**src/rtl/crop_video_axis_window.sv**
```systemverilog
// AXI4-Stream video crop: keeps a programmable beat/line window and regenerates SOF/EOL.
// Optional statistics outputs are enabled with CROP_VIDEO_AXIS_WINDOW_STATS_EN.
module crop_video_axis_window #(
    parameter int PIX_WIDTH    = 8,
    parameter int PIX_PER_BEAT = 4,
    parameter int DIM_WIDTH    = 12
) (
    input  logic                                clk,
    input  logic                                rst,
    input  logic [DIM_WIDTH-1:0]                cfg_x,
    input  logic [DIM_WIDTH-1:0]                cfg_y,
    input  logic [DIM_WIDTH-1:0]                cfg_w,
    input  logic [DIM_WIDTH-1:0]                cfg_h,
    input  logic [PIX_WIDTH*PIX_PER_BEAT-1:0]   s00_axis_tdata,
    input  logic [PIX_WIDTH*PIX_PER_BEAT/8-1:0] s00_axis_tstrb,
    input  logic                                s00_axis_tvalid,
    output logic                                s00_axis_tready,
    input  logic                                s00_axis_tuser,
    input  logic                                s00_axis_tlast,
    output logic [PIX_WIDTH*PIX_PER_BEAT-1:0]   m00_axis_tdata,
    output logic [PIX_WIDTH*PIX_PER_BEAT/8-1:0] m00_axis_tstrb,
    output logic                                m00_axis_tvalid,
    input  logic                                m00_axis_tready,
    output logic                                m00_axis_tuser,
    output logic                                m00_axis_tlast
`ifdef CROP_VIDEO_AXIS_WINDOW_STATS_EN
    ,
    output logic [15:0]                         stat_frames,
    output logic [31:0]                         stat_dropped,
    output logic                                stat_short_line
`endif
);

    localparam int DW = PIX_WIDTH * PIX_PER_BEAT;
    localparam int SW = DW / 8;
    localparam int EW = DW + SW + 2;
    localparam logic [DIM_WIDTH:0]   ONE_E = {{DIM_WIDTH{1'b0}}, 1'b1};
    localparam logic [DIM_WIDTH-1:0] ONE_D = {{(DIM_WIDTH-1){1'b0}}, 1'b1};

    typedef enum logic {WAIT_SOF, ACTIVE} state_t;

    state_t               state_reg, state_next;
    logic [DIM_WIDTH-1:0] col_reg, row_reg;
    logic [DIM_WIDTH-1:0] sx_reg, sy_reg, sw_reg, sh_reg;
    logic [EW-1:0]        fifo_mem [2];
    logic                 wr_ptr_reg, rd_ptr_reg;
    logic [1:0]           count_reg;

    logic                 accept, push, pop, in_frame, keep, win_last, out_user;
    logic [DIM_WIDTH-1:0] cur_col, cur_row, cur_sx, cur_sy, cur_sw, cur_sh;
    logic [DIM_WIDTH:0]   col_e, row_e, x_lo, x_hi, y_lo, y_hi;
    logic [EW-1:0]        wr_entry, rd_entry;

    assign s00_axis_tready = rst & (count_reg != 2'd2);
    assign accept          = s00_axis_tvalid & s00_axis_tready;
    assign pop             = m00_axis_tvalid & m00_axis_tready;

    // A SOF beat is judged against the freshly presented cfg at (0,0).
    assign cur_sx  = s00_axis_tuser ? cfg_x : sx_reg;
    assign cur_sy  = s00_axis_tuser ? cfg_y : sy_reg;
    assign cur_sw  = s00_axis_tuser ? cfg_w : sw_reg;
    assign cur_sh  = s00_axis_tuser ? cfg_h : sh_reg;
    assign cur_col = s00_axis_tuser ? '0 : col_reg;
    assign cur_row = s00_axis_tuser ? '0 : row_reg;

    // One extra bit keeps x+w and y+h from wrapping.
    assign col_e = {1'b0, cur_col};
    assign row_e = {1'b0, cur_row};
    assign x_lo  = {1'b0, cur_sx};
    assign x_hi  = x_lo + {1'b0, cur_sw};
    assign y_lo  = {1'b0, cur_sy};
    assign y_hi  = y_lo + {1'b0, cur_sh};

    assign in_frame = s00_axis_tuser | (state_reg == ACTIVE);
    assign keep     = in_frame && (col_e >= x_lo) && (col_e < x_hi) &&
                      (row_e >= y_lo) && (row_e < y_hi);
    assign win_last = (col_e + ONE_E) == x_hi;
    assign out_user = (cur_col == cur_sx) && (cur_row == cur_sy);
    assign push     = accept & keep;
    assign wr_entry = {out_user, win_last | s00_axis_tlast, s00_axis_tstrb, s00_axis_tdata};

    always_comb begin
        state_next = state_reg;
        if (accept && s00_axis_tuser) begin
            state_next = ACTIVE;
        end
    end

    always_ff @(posedge clk or negedge rst) begin
        if (!rst) begin
            state_reg <= WAIT_SOF;
            col_reg   <= '0;
            row_reg   <= '0;
            sx_reg    <= '0;
            sy_reg    <= '0;
            sw_reg    <= '0;
            sh_reg    <= '0;
        end else begin
            state_reg <= state_next;
            if (accept && s00_axis_tuser) begin
                sx_reg <= cfg_x;
                sy_reg <= cfg_y;
                sw_reg <= cfg_w;
                sh_reg <= cfg_h;
            end
            if (accept && in_frame) begin
                if (s00_axis_tlast) begin
                    col_reg <= '0;
                    row_reg <= cur_row + ONE_D;
                end else begin
                    col_reg <= (&cur_col) ? cur_col : cur_col + ONE_D;
                    row_reg <= cur_row;
                end
            end
        end
    end

    // Two-entry output skid buffer.
    generate
        for (genvar gi = 0; gi < 2; gi++) begin : g_entry
            always_ff @(posedge clk or negedge rst) begin
                if (!rst) begin
                    fifo_mem[gi] <= '0;
                end else if (push && (wr_ptr_reg == 1'(gi))) begin
                    fifo_mem[gi] <= wr_entry;
                end
            end
        end
    endgenerate

    always_ff @(posedge clk or negedge rst) begin
        if (!rst) begin
            wr_ptr_reg <= 1'b0;
            rd_ptr_reg <= 1'b0;
            count_reg  <= 2'd0;
        end else begin
            if (push) wr_ptr_reg <= ~wr_ptr_reg;
            if (pop)  rd_ptr_reg <= ~rd_ptr_reg;
            if (push && !pop)      count_reg <= count_reg + 2'd1;
            else if (pop && !push) count_reg <= count_reg - 2'd1;
        end
    end

    assign rd_entry        = fifo_mem[rd_ptr_reg];
    assign m00_axis_tvalid = (count_reg != 2'd0);
    assign m00_axis_tdata  = rd_entry[DW-1:0];
    assign m00_axis_tstrb  = rd_entry[DW+SW-1:DW];
    assign m00_axis_tlast  = rd_entry[EW-2];
    assign m00_axis_tuser  = rd_entry[EW-1];

`ifdef CROP_VIDEO_AXIS_WINDOW_STATS_EN
    always_ff @(posedge clk or negedge rst) begin
        if (!rst) begin
            stat_frames     <= '0;
            stat_dropped    <= '0;
            stat_short_line <= 1'b0;
        end else begin
            if (pop && m00_axis_tuser) stat_frames <= stat_frames + 16'd1;
            if (accept && !keep && (stat_dropped != '1)) stat_dropped <= stat_dropped + 32'd1;
            if (push && s00_axis_tlast && !win_last) stat_short_line <= 1'b1;
        end
    end
`endif

endmodule

```
**config.mk**
```make
export PLATFORM = sky130hd
export DESIGN_NAME = crop_video_axis_window
export DESIGN_NICKNAME = d
export VERILOG_FILES = /design/src/rtl/crop_video_axis_window.sv
export SDC_FILE = /design/constraint.sdc
export NUM_CORES = 1
export LEC_CHECK = 0
export CORE_AREA = 4 4 187 189
export DETAILED_ROUTE_END_ITERATION = 10
export DIE_AREA = 0 0 191 193
export GPL_TIMING_DRIVEN = 0
export PLACE_DENSITY = 0.43
export REMOVE_ABC_BUFFERS = 1
export SETUP_SLACK_MARGIN = 0.2
export SLEW_MARGIN = 40
export SYNTH_ARGS = -nofsm -noshare
export SYNTH_HDL_FRONTEND = slang
export SYNTH_SLANG_ARGS = --single-unit
```
**constraint.sdc**
```tcl
create_clock -name clk -period 6.1 [get_ports clk]
set_input_delay 0.915 -clock clk [delete_from_list [all_inputs] [get_ports clk]]
set_output_delay 0.915 -clock clk [all_outputs]
set_load 0.1 [all_outputs]
```
==> metrics.txt, run 1 <==
Area growth, synth to finish 26.7%; Worst-Skew Late Latency 440 ps; Cells after DPL 1411; CP Capture Type register; initial antenna violation count 0; main combinational cell family by area after synthesis multiplexers; clock skew 16.7 ps; Reg-to-Reg Start sy_reg[1]$_DFFE_PN0P_; Switching Power 0.00147 W; die height 193 um; CP max FO 7; Tcrit/Tclk final 91.1%; # IOs 130; DR vias 6738; Core Rows 67; Place WS -908 ps; relative slew slack 50.7%; Peak VDD IR 0.226 mV; final worst setup slack 545 ps; wire length per cell 16.6 um; reg-to-reg critical path endpoint fifo_mem[38]$_DFFE_PN0P_; synth warn 0; DRT antenna net count 0; outcome completed; max incr delay on CP 470 ps; post-synthesis average cell area 11.3 um^2; Core Area 33300 um^2; Post-Route Utilization 36.4%; Logic pwr share 40.8%; Most used DFF post-synth dfrtp_1; Crit path arrival time 5880 ps; hold_buf cts 0; Post-synth EDFFs 0; Critical Path Source cfg_y[1]; Critical-path top delay cell clkdlybuf4s50_1; Hold Vio Cnt, Final 0; Seq/Total Area, Yosys 40.0%; crit-path cells clkdlybuf4s50_1 -> mux2i_4 -> inv_1 -> ha_1 -> a21o_1 -> a21oi_2 -> o21bai_1 -> a31o_2 -> a211o_1 -> a21o_1 -> a21oi_1 -> xnor2_1 -> ha_1 -> a2111oi_2 -> nand2_1 -> a21oi_2 -> a2111oi_2 -> nor3_2 -> buf_4 -> clkbuf_4 -> buf_6 -> clkbuf_4 -> buf_4 -> mux2_2; root buffer cell clkbuf_16; GRT Util Overall 13.3%; fmax 0.180 GHz; first-pass GRT wire length 38300 um; Req. time, crit path 6430 ps; Post-Synthesis Cells 848; CTS H-Tree Depth 4; nature of the critical path startpoint primary input; Pleak 5.82 nW; mux cell area share after synthesis 24.6%; diode count 0; Hold Slack 366 ps; setup TNS 0 ps; Synth Register Bits 153; Worst-Margin Slew 736 ps; post-synth design cell area 9580 um^2; Cell Count, Final, Fillers Out 1451; RD Place Congestion 0.752; most flop-heavy register fifo_mem; Starting Density 28.8%; CTS tree yes; share of the synthesized area in the top cell type 40.0%; share of layout cells above drive strength 1 31.3%; synth top area cells dfrtp_1, mux2_2, ha_1; Reg power frac 31.5%; CTS sink count 153; Clock transition at path regs 70 ps; Die ar. 36900 um^2; cell taking the most area after synthesis dfrtp_1; Port Buffer Count 129; vias in the first global route 7005; Total Wirelength 24100 um; layout net count 1156; max-slew violations 0; PD cells 338 nW/um^2; Die W 191 um; max reg flops 76; count of different cell masters after synthesis 61; Synth Area in XOR/XNOR 4.91%; Detailed Route Iter0 Violations 213; unrepaired setup endpoints after global routing no; Pre-Repair DR Iteration Count 4; Adder-Cell Fraction of Synth Area 10.1%; Int Pwr 0.00263 W; Detail Placement HPWL 17500 um; DRC 0; Reg2Reg Depth 23; Sw Ratio 35.9%; Inserted Clock Buffers 17; Simple-Gate Fraction of Synth Area 8.25%; clock share of power 27.6%; total of max-cap violations 0; reg-to-reg slack, setup 1100 ps; kind of critical path primary input to register; Hold Path Class primary input to async pin; Vias/cell 4.64; ys async rst share 100%; final setup fails 0; clk buf depth 2; GRT Residual Overflow 0; crit path time final 5550 ps; pin count of the biggest net entering global routing 69; Synth Area in Compound Gates 8.68%
-- Yosys cell counts (all sizes together) (9+ instances only) --
| cell type | instances |
|---|---|
| clkbuf | 25 |
| o21ai | 28 |
| nor2 | 25 |
| nand4 | 15 |
| a21oi | 39 |
| mux2 | 187 |
| buf | 9 |
| xnor2 | 27 |
| a21o | 16 |
| nor3 | 14 |
| nand2 | 34 |
| ha | 74 |
| inv | 42 |
| mux2i | 25 |
| dfrtp | 153 |
| nand3 | 19 |
| nor2b | 22 |
| xor2 | 24 |
-- critical path, delay by kind of cell --
family | cells | cell delay (ps)
buffers and inverters | 7 | 1430
AO/OA/AOI/OAI | 10 | 2050
multiplexers | 2 | 550
adder cells (fa/ha/maj) | 2 | 500
AND/OR/NAND/NOR | 2 | 320
XOR/XNOR | 1 | 90
-- worst max path at each step --
stage,end,cells after the start
CTS,fifo_mem[40]$_DFFE_PN0P_,25
detailed placement,fifo_mem[38]$_DFFE_PN0P_,25
finish,fifo_mem[38]$_DFFE_PN0P_,24
global placement,fifo_mem[27]$_DFFE_PN0P_,8
floorplan,fifo_mem[0]$_DFFE_PN0P_,18
global route,fifo_mem[39]$_DFFE_PN0P_,22
-- cells by family (layout without fill, tap and decap cells) --
logic type / count (synthesis) / in the layout
muxes: 212 / 212
adders and majority gates: 76 / 76
buffers and inverters: 76 / 231
and+or+nand+nor: 152 / 152
AOI/OAI and AO/OA: 127 / 127
xor gates and xnor gates: 52 / 52
DFF: 153 / 153
-- per-stage QoR --
step           power (W)  cell area (um^2)
3_5_place_dp     0.00297             11300
2_1_floorplan    0.00252              9400
6_report         0.00410             12100
5_1_grt          0.00443             12100
3_3_place_gp     0.00295             11300
4_1_cts          0.00416             12100
-- layer usage --
metal  global-route usage [%]  wire length, um  up-vias
met5                        0                0        -
met4                     2.90              206        0
met3                     3.02              717       10
met2                     22.0            11500       86
met1                     17.9            11700     3304
li1                         -                -     3338
-- power groups by stage --
stage | combinational, W | sequential [W] | clock [W]
CTS | 0.00169 | 0.00129 | 0.00118
global route | 0.00189 | 0.00132 | 0.00122
floorplan | 0.00122 | 0.00130 | 0
detailed placement | 0.00165 | 0.00131 | 0
global placement | 0.00161 | 0.00135 | 0
finish | 0.00168 | 0.00129 | 0.00113
-- layout make-up --
type / count / area [um^2]
multi-input combinational: 619 / 5510
sequential: 153 / 3830
timing repair buffer: 157 / 1450
tap: 448 / 561
fill: 3402 / 21200
clock buffer: 18 / 439
clock inverter: 14 / 179
inverter: 42 / 158
-- what timing repair did --
item / in CTS / in global routing
resized for setup: 11 / 9
setup buffers: 0 / 6
pin swaps: 0 / 3
cloned: 2 / 0
endpoints found under the setup margin: 44 / 18
-- placed cells by master (no fill, tap or decap), types with 4 or more instances in the layout --
cell type	synthesis	routed
a211oi_1	7	6
a21o_1	15	15
a21oi_1	38	36
and3_1	5	5
buf_2	5	41
buf_4	1	17
clkbuf_16	0	17
clkdlybuf4s50_1	0	87
dfrtp_1	153	152
ha_1	74	74
inv_1	42	42
inv_6	0	4
mux2_2	185	185
mux2i_1	25	22
nand2_1	34	34
nand2b_1	7	7
nand3_1	19	17
nand4_1	15	15
nor2_1	25	25
nor2b_1	22	22
nor3_1	14	13
o211ai_1	6	6
o21a_1	4	4
o21ai_0	27	25
xnor2_1	27	27
xor2_1	24	24
No activity file was read; power rests on OpenSTA's default activity.
==> inputs of run 2 (changes only) <==
- CORE_AREA: 4 4 187 189 -> 2 2 185 187
- DIE_AREA: 0 0 191 193 -> 0 0 187 189
==> metrics.txt, run 2 (synthesis gave the netlist of run 1 again) <==
Hold Path Class primary input to async pin; max-slew violations 0; Total Wirelength 24000 um; reg-to-reg slack, setup 1030 ps; Switching Power 0.00148 W; final instance area 12300 um^2; diode count 0; RD Place Congestion 0.752; CTS sink count 153; final setup fails 0; Placed Area 11300 um^2; first-pass GRT wire length 38400 um; share of layout cells above drive strength 1 32.5%; Logic pwr share 41.2%; crit-path cells buf_16 -> clkbuf_16 -> mux2_2 -> ha_1 -> fa_2 -> a21oi_2 -> o211a_1 -> mux2i_1 -> o311ai_2 -> ha_1 -> o21a_1 -> o21ai_1 -> a211oi_1 -> o31ai_2 -> nand3_2 -> buf_4 -> nor3b_2 -> buf_4 -> buf_4 -> buf_2 -> mux2_2; DRT antenna net count 0; pin count of the biggest net entering global routing 63; wire length per cell 16.5 um; Crit path arrival time 5930 ps; Critical Path Source s00_axis_tuser; GRT Util Overall 13.9%; Place WS -1000 ps; clk buf depth 2; most flop-heavy register fifo_mem; Pre-Repair DR Iteration Count 5; most frequent cells in the layout mux2_2, dfrtp_1, clkdlybuf4s50_1; DR vias 6735; Critical-path top delay cell o31ai_2; Detailed Route Iter0 Violations 200; kind of critical path primary input to register; CTS tree yes; Die ar. 35300 um^2; Port Buffer Count 129; GRT Residual Overflow 0; max incr delay on CP 420 ps; CTS H-Tree Depth 4; Int Pwr 0.00266 W; final worst setup slack 494 ps; Detail Placement HPWL 17300 um; total of max-cap violations 0; Pleak 5.87 nW; WP buf/inv 6; commonest non-fill, non-tap cell in the layout mux2_2; Clock transition at path regs 70 ps; clock share of power 27.2%; outcome completed; Req. time, crit path 6420 ps; clock skew 13.9 ps; CP most frequent cell buf_4; PD cells 337 nW/um^2; Die W 187 um; critical path's top delay family compound AO/OA/AOI/OAI gates; Worst-Margin Slew 737 ps; relative slew slack 50.6%; Peak VDD IR 0.212 mV; unrepaired setup endpoints after global routing no; Core Area 33300 um^2; root buffer cell clkbuf_16; vias in the first global route 7013; nature of the critical path startpoint primary input; reg-to-reg critical path endpoint fifo_mem[0]$_DFFE_PN0P_; Tcrit/Tclk final 91.9%; # IOs 130; Area growth, synth to finish 28.4%; Starting Density 28.8%; max reg flops 76; Inserted Clock Buffers 17; die height 189 um; CP Capture Type register; layout net count 1162; crit path time final 5610 ps; Reg2Reg Depth 19; CP max FO 17; Hold Vio Cnt, Final 0; Sw Ratio 35.8%; Vias/cell 4.62; fmax 0.178 GHz; Reg-to-Reg Start sx_reg[0]$_DFFE_PN0P_; Core Rows 67; hold_buf cts 0; DRC 0; Worst-Skew Late Latency 450 ps; initial antenna violation count 0; Reg power frac 31.6%; Post-Route Utilization 36.9%
run 2: area by class of cell:
cell class,instances,area (um^2)
Sequential cell,153,3830
Tap cell,448,561
Timing Repair Buffer,163,1550
Multi-Input combinational cell,619,5580
Inverter,42,158
Clock buffer,19,453
Fill cell,3370,21000
Clock inverter,13,159
run 2: power by group through the flow:
stage / Combinational, W / Clock [W] / Sequential (W)
2_1_floorplan: 0.00122 / 0 / 0.00130
5_1_grt: 0.00192 / 0.00121 / 0.00133
3_3_place_gp: 0.00160 / 0 / 0.00135
3_5_place_dp: 0.00165 / 0 / 0.00132
4_1_cts: 0.00169 / 0.00117 / 0.00131
6_report: 0.00171 / 0.00113 / 0.00131
run 2: what timing repair did:
item                                    in CTS  in global routing
pin swaps                                    2                  5
resized for setup                           14                 19
endpoints found under the setup margin      50                 28
buffers inserted                             1                  9
cloned                                       2                  2
run 2: how the worst max path moves through the flow:
stage | end | slack [ps] | depth (start not counted)
2_1_floorplan | fifo_mem[0]$_DFFE_PN0P_ | -1140 | 18
3_3_place_gp | fifo_mem[13]$_DFFE_PN0P_ | -9010 | 8
3_5_place_dp | fifo_mem[42]$_DFFE_PN0P_ | -1000 | 26
4_1_cts | fifo_mem[42]$_DFFE_PN0P_ | 200 | 26
5_1_grt | fifo_mem[51]$_DFFE_PN0P_ | 180 | 26
6_report | fifo_mem[0]$_DFFE_PN0P_ | 490 | 21
run 2: routing by layer:
metal / global-route usage [%] / up-vias / part of all wire (%)
li1: - / 3378 / -
met1: 18.4 / 3250 / 49
met2: 22.5 / 86 / 47
met3: 3.26 / 21 / 2.9
met4: 4.00 / 0 / 1.2
met5: 0 / - / 0
run 2: stage by stage:
stage / hold slack, ps / total power, W / cells / TNS [ps]
after floorplan: 452 / 0.00252 / 814 / -79590
after global placement: 472 / 0.00295 / 1391 / -1507720
after detailed placement: 473 / 0.00298 / 1411 / -34720
after CTS: 326 / 0.00417 / 1446 / 0
after global routing: 337 / 0.00446 / 1457 / 0
final: 343 / 0.00415 / 1457 / 0
==> inputs of run 3 (changes only) <==
- clock period: 6.1 -> 5.9 ns (I/O delays scaled with it)
==> metrics.txt, run 3 (synthesis gave the netlist of run 1 again) <==
total of max-cap violations 0; die height 189 um; root buffer cell clkbuf_16; max reg flops 76; Hold Vio Cnt, Final 0; Worst-Skew Late Latency 450 ps; Reg2Reg Depth 24; FILL cells 3366; Die ar. 35300 um^2; kind of critical path primary input to register; Hold Slack 311 ps; CTS tree yes; Area growth, synth to finish 29.0%; GRT Util Overall 14.2%; crit path time final 5430 ps; Core Rows 67; Req. time, crit path 6230 ps; share of layout cells above drive strength 1 33.1%; final setup fails 0; max-slew violations 0; Pre-Repair DR Iteration Count 4; PD cells 352 nW/um^2; pin count of the biggest net entering global routing 63; clk buf depth 2; DR vias 6727; fmax 0.184 GHz; most frequent cells in the layout mux2_2, dfrtp_1, clkdlybuf4s50_1; Tcrit/Tclk final 92.0%; Detail Placement HPWL 17300 um; commonest non-fill, non-tap cell in the layout mux2_2; setup TNS 0 ps; Starting Density 28.8%; Die W 187 um; first-pass GRT wire length 39000 um; Clock transition at path regs 70 ps; clock skew 14.0 ps; Vias/cell 4.62; nature of the critical path startpoint primary input; final instance area 12400 um^2; wire length per cell 16.6 um; Placed Area 11300 um^2; relative slew slack 50.5%; Peak VDD IR 0.221 mV; Inserted Clock Buffers 17; Hold Path Class primary input to async pin; Core Area 33300 um^2; DRT antenna net count 0; CTS sink count 153; Pleak 5.87 nW; Detailed Route Iter0 Violations 206; CTS H-Tree Depth 4; Port Buffer Count 129; reg-to-reg critical path endpoint fifo_mem[42]$_DFFE_PN0P_; reg-to-reg slack, setup 980 ps; diode count 0; GRT Residual Overflow 0; CP Capture Type register; DRC 0; RD Place Congestion 0.752; Total Wirelength 24200 um; Post-Route Utilization 37.1%; outcome completed; Worst-Margin Slew 739 ps; unrepaired setup endpoints after global routing no; layout net count 1160; area of the multi-input gates 5640 um^2; initial antenna violation count 0; # IOs 130; vias in the first global route 7057; Sequential cell area 3830 um^2; most flop-heavy register fifo_mem; Reg-to-Reg Start sy_reg[1]$_DFFE_PN0P_; CP max FO 6; Crit path arrival time 5760 ps
-- run 3: cell types whose count changed in the layout (fill, tap and decap cells not counted), moves of 2 or more --
| cell | change |
|---|---|
| buf_4 | -4 |
| mux2i_1 | -2 |
| mux2i_2 | +2 |
| ha_1 | -2 |
| buf_6 | +2 |
| o21ai_1 | -2 |
| o21ai_2 | +2 |
| clkbuf_16 | -2 |
-- run 3: worst max-delay path, cell delays in order --
cell,delay (ps)
clkdlybuf4s50_1,460
mux2i_4,170
inv_1,60
ha_1,280
a21o_1,190
a21oi_2,180
o21bai_1,100
a31o_2,270
a211o_1,290
a21o_1,190
a21oi_1,170
xnor2_1,100
ha_1,230
a2111oi_4,330
nand2_1,110
a21oi_2,210
a2111oi_4,100
nor3_4,170
buf_6,150
buf_4,130
clkbuf_4,180
buf_6,140
buf_4,140
buf_4,170
mux2_2,340
-- run 3: timing repair --
item / 4_1_cts / 5_1_grt
hold buffers: 0 / 0
resized for setup: 24 / 22
cloned: 4 / 0
pin swaps: 4 / 6
buffers inserted: 3 / 5
endpoints found under the setup margin: 68 / 23
-- run 3: area by class of cell --
cell class | instances | share of cell area (%)
timing repair buffer | 161 | 12.6
inverter | 42 | 1.28
sequential | 153 | 31.0
clock inverter | 13 | 1.29
multi-input combinational | 619 | 45.6
clock buffer | 19 | 3.67
tap | 448 | 4.54
-- run 3: stage by stage --
stage	instances	setup slack, ps	power (W)
2_1_floorplan	814	-1310	0.00261
3_3_place_gp	1391	-9180	0.00305
3_5_place_dp	1411	-1170	0.00308
4_1_cts	1450	203	0.00434
5_1_grt	1455	183	0.00468
6_report	1455	470	0.00435
-- run 3: routing by layer --
layer	global-route usage, %	routed length, um	vias to the layer above	share of wire (%)
met4	4.24	367	0	1.5
met3	3.24	806	27	3.3
met5	0	0	-	0
met2	23.1	11300	90	47
met1	18.7	11700	3238	48
li1	-	-	3372	-
-- run 3: worst max-delay path by stage --
stage	start	endpoint	slack [ps]	cells past startpoint
2_1_floorplan	s00_axis_tuser	fifo_mem[0]$_DFFE_PN0P_	-1310	18
3_3_place_gp	rst	fifo_mem[13]$_DFFE_PN0P_	-9180	8
3_5_place_dp	s00_axis_tuser	fifo_mem[42]$_DFFE_PN0P_	-1170	26
4_1_cts	cfg_y[1]	fifo_mem[42]$_DFFE_PN0P_	200	25
5_1_grt	cfg_x[2]	fifo_mem[51]$_DFFE_PN0P_	180	24
6_report	cfg_y[1]	fifo_mem[42]$_DFFE_PN0P_	470	25
-- run 3: power breakdown --
part / switching (W) / internal (W) / leakage [nW] / total, W
Combinational: 0.000929 / 0.000898 / 3.56 / 0.00183
Clock: 0.000511 / 0.000659 / 0.295 / 0.00117
Sequential: 0.000124 / 0.00123 / 2.01 / 0.00135
Total: 0.00156 / 0.00279 / 5.87 / 0.00435
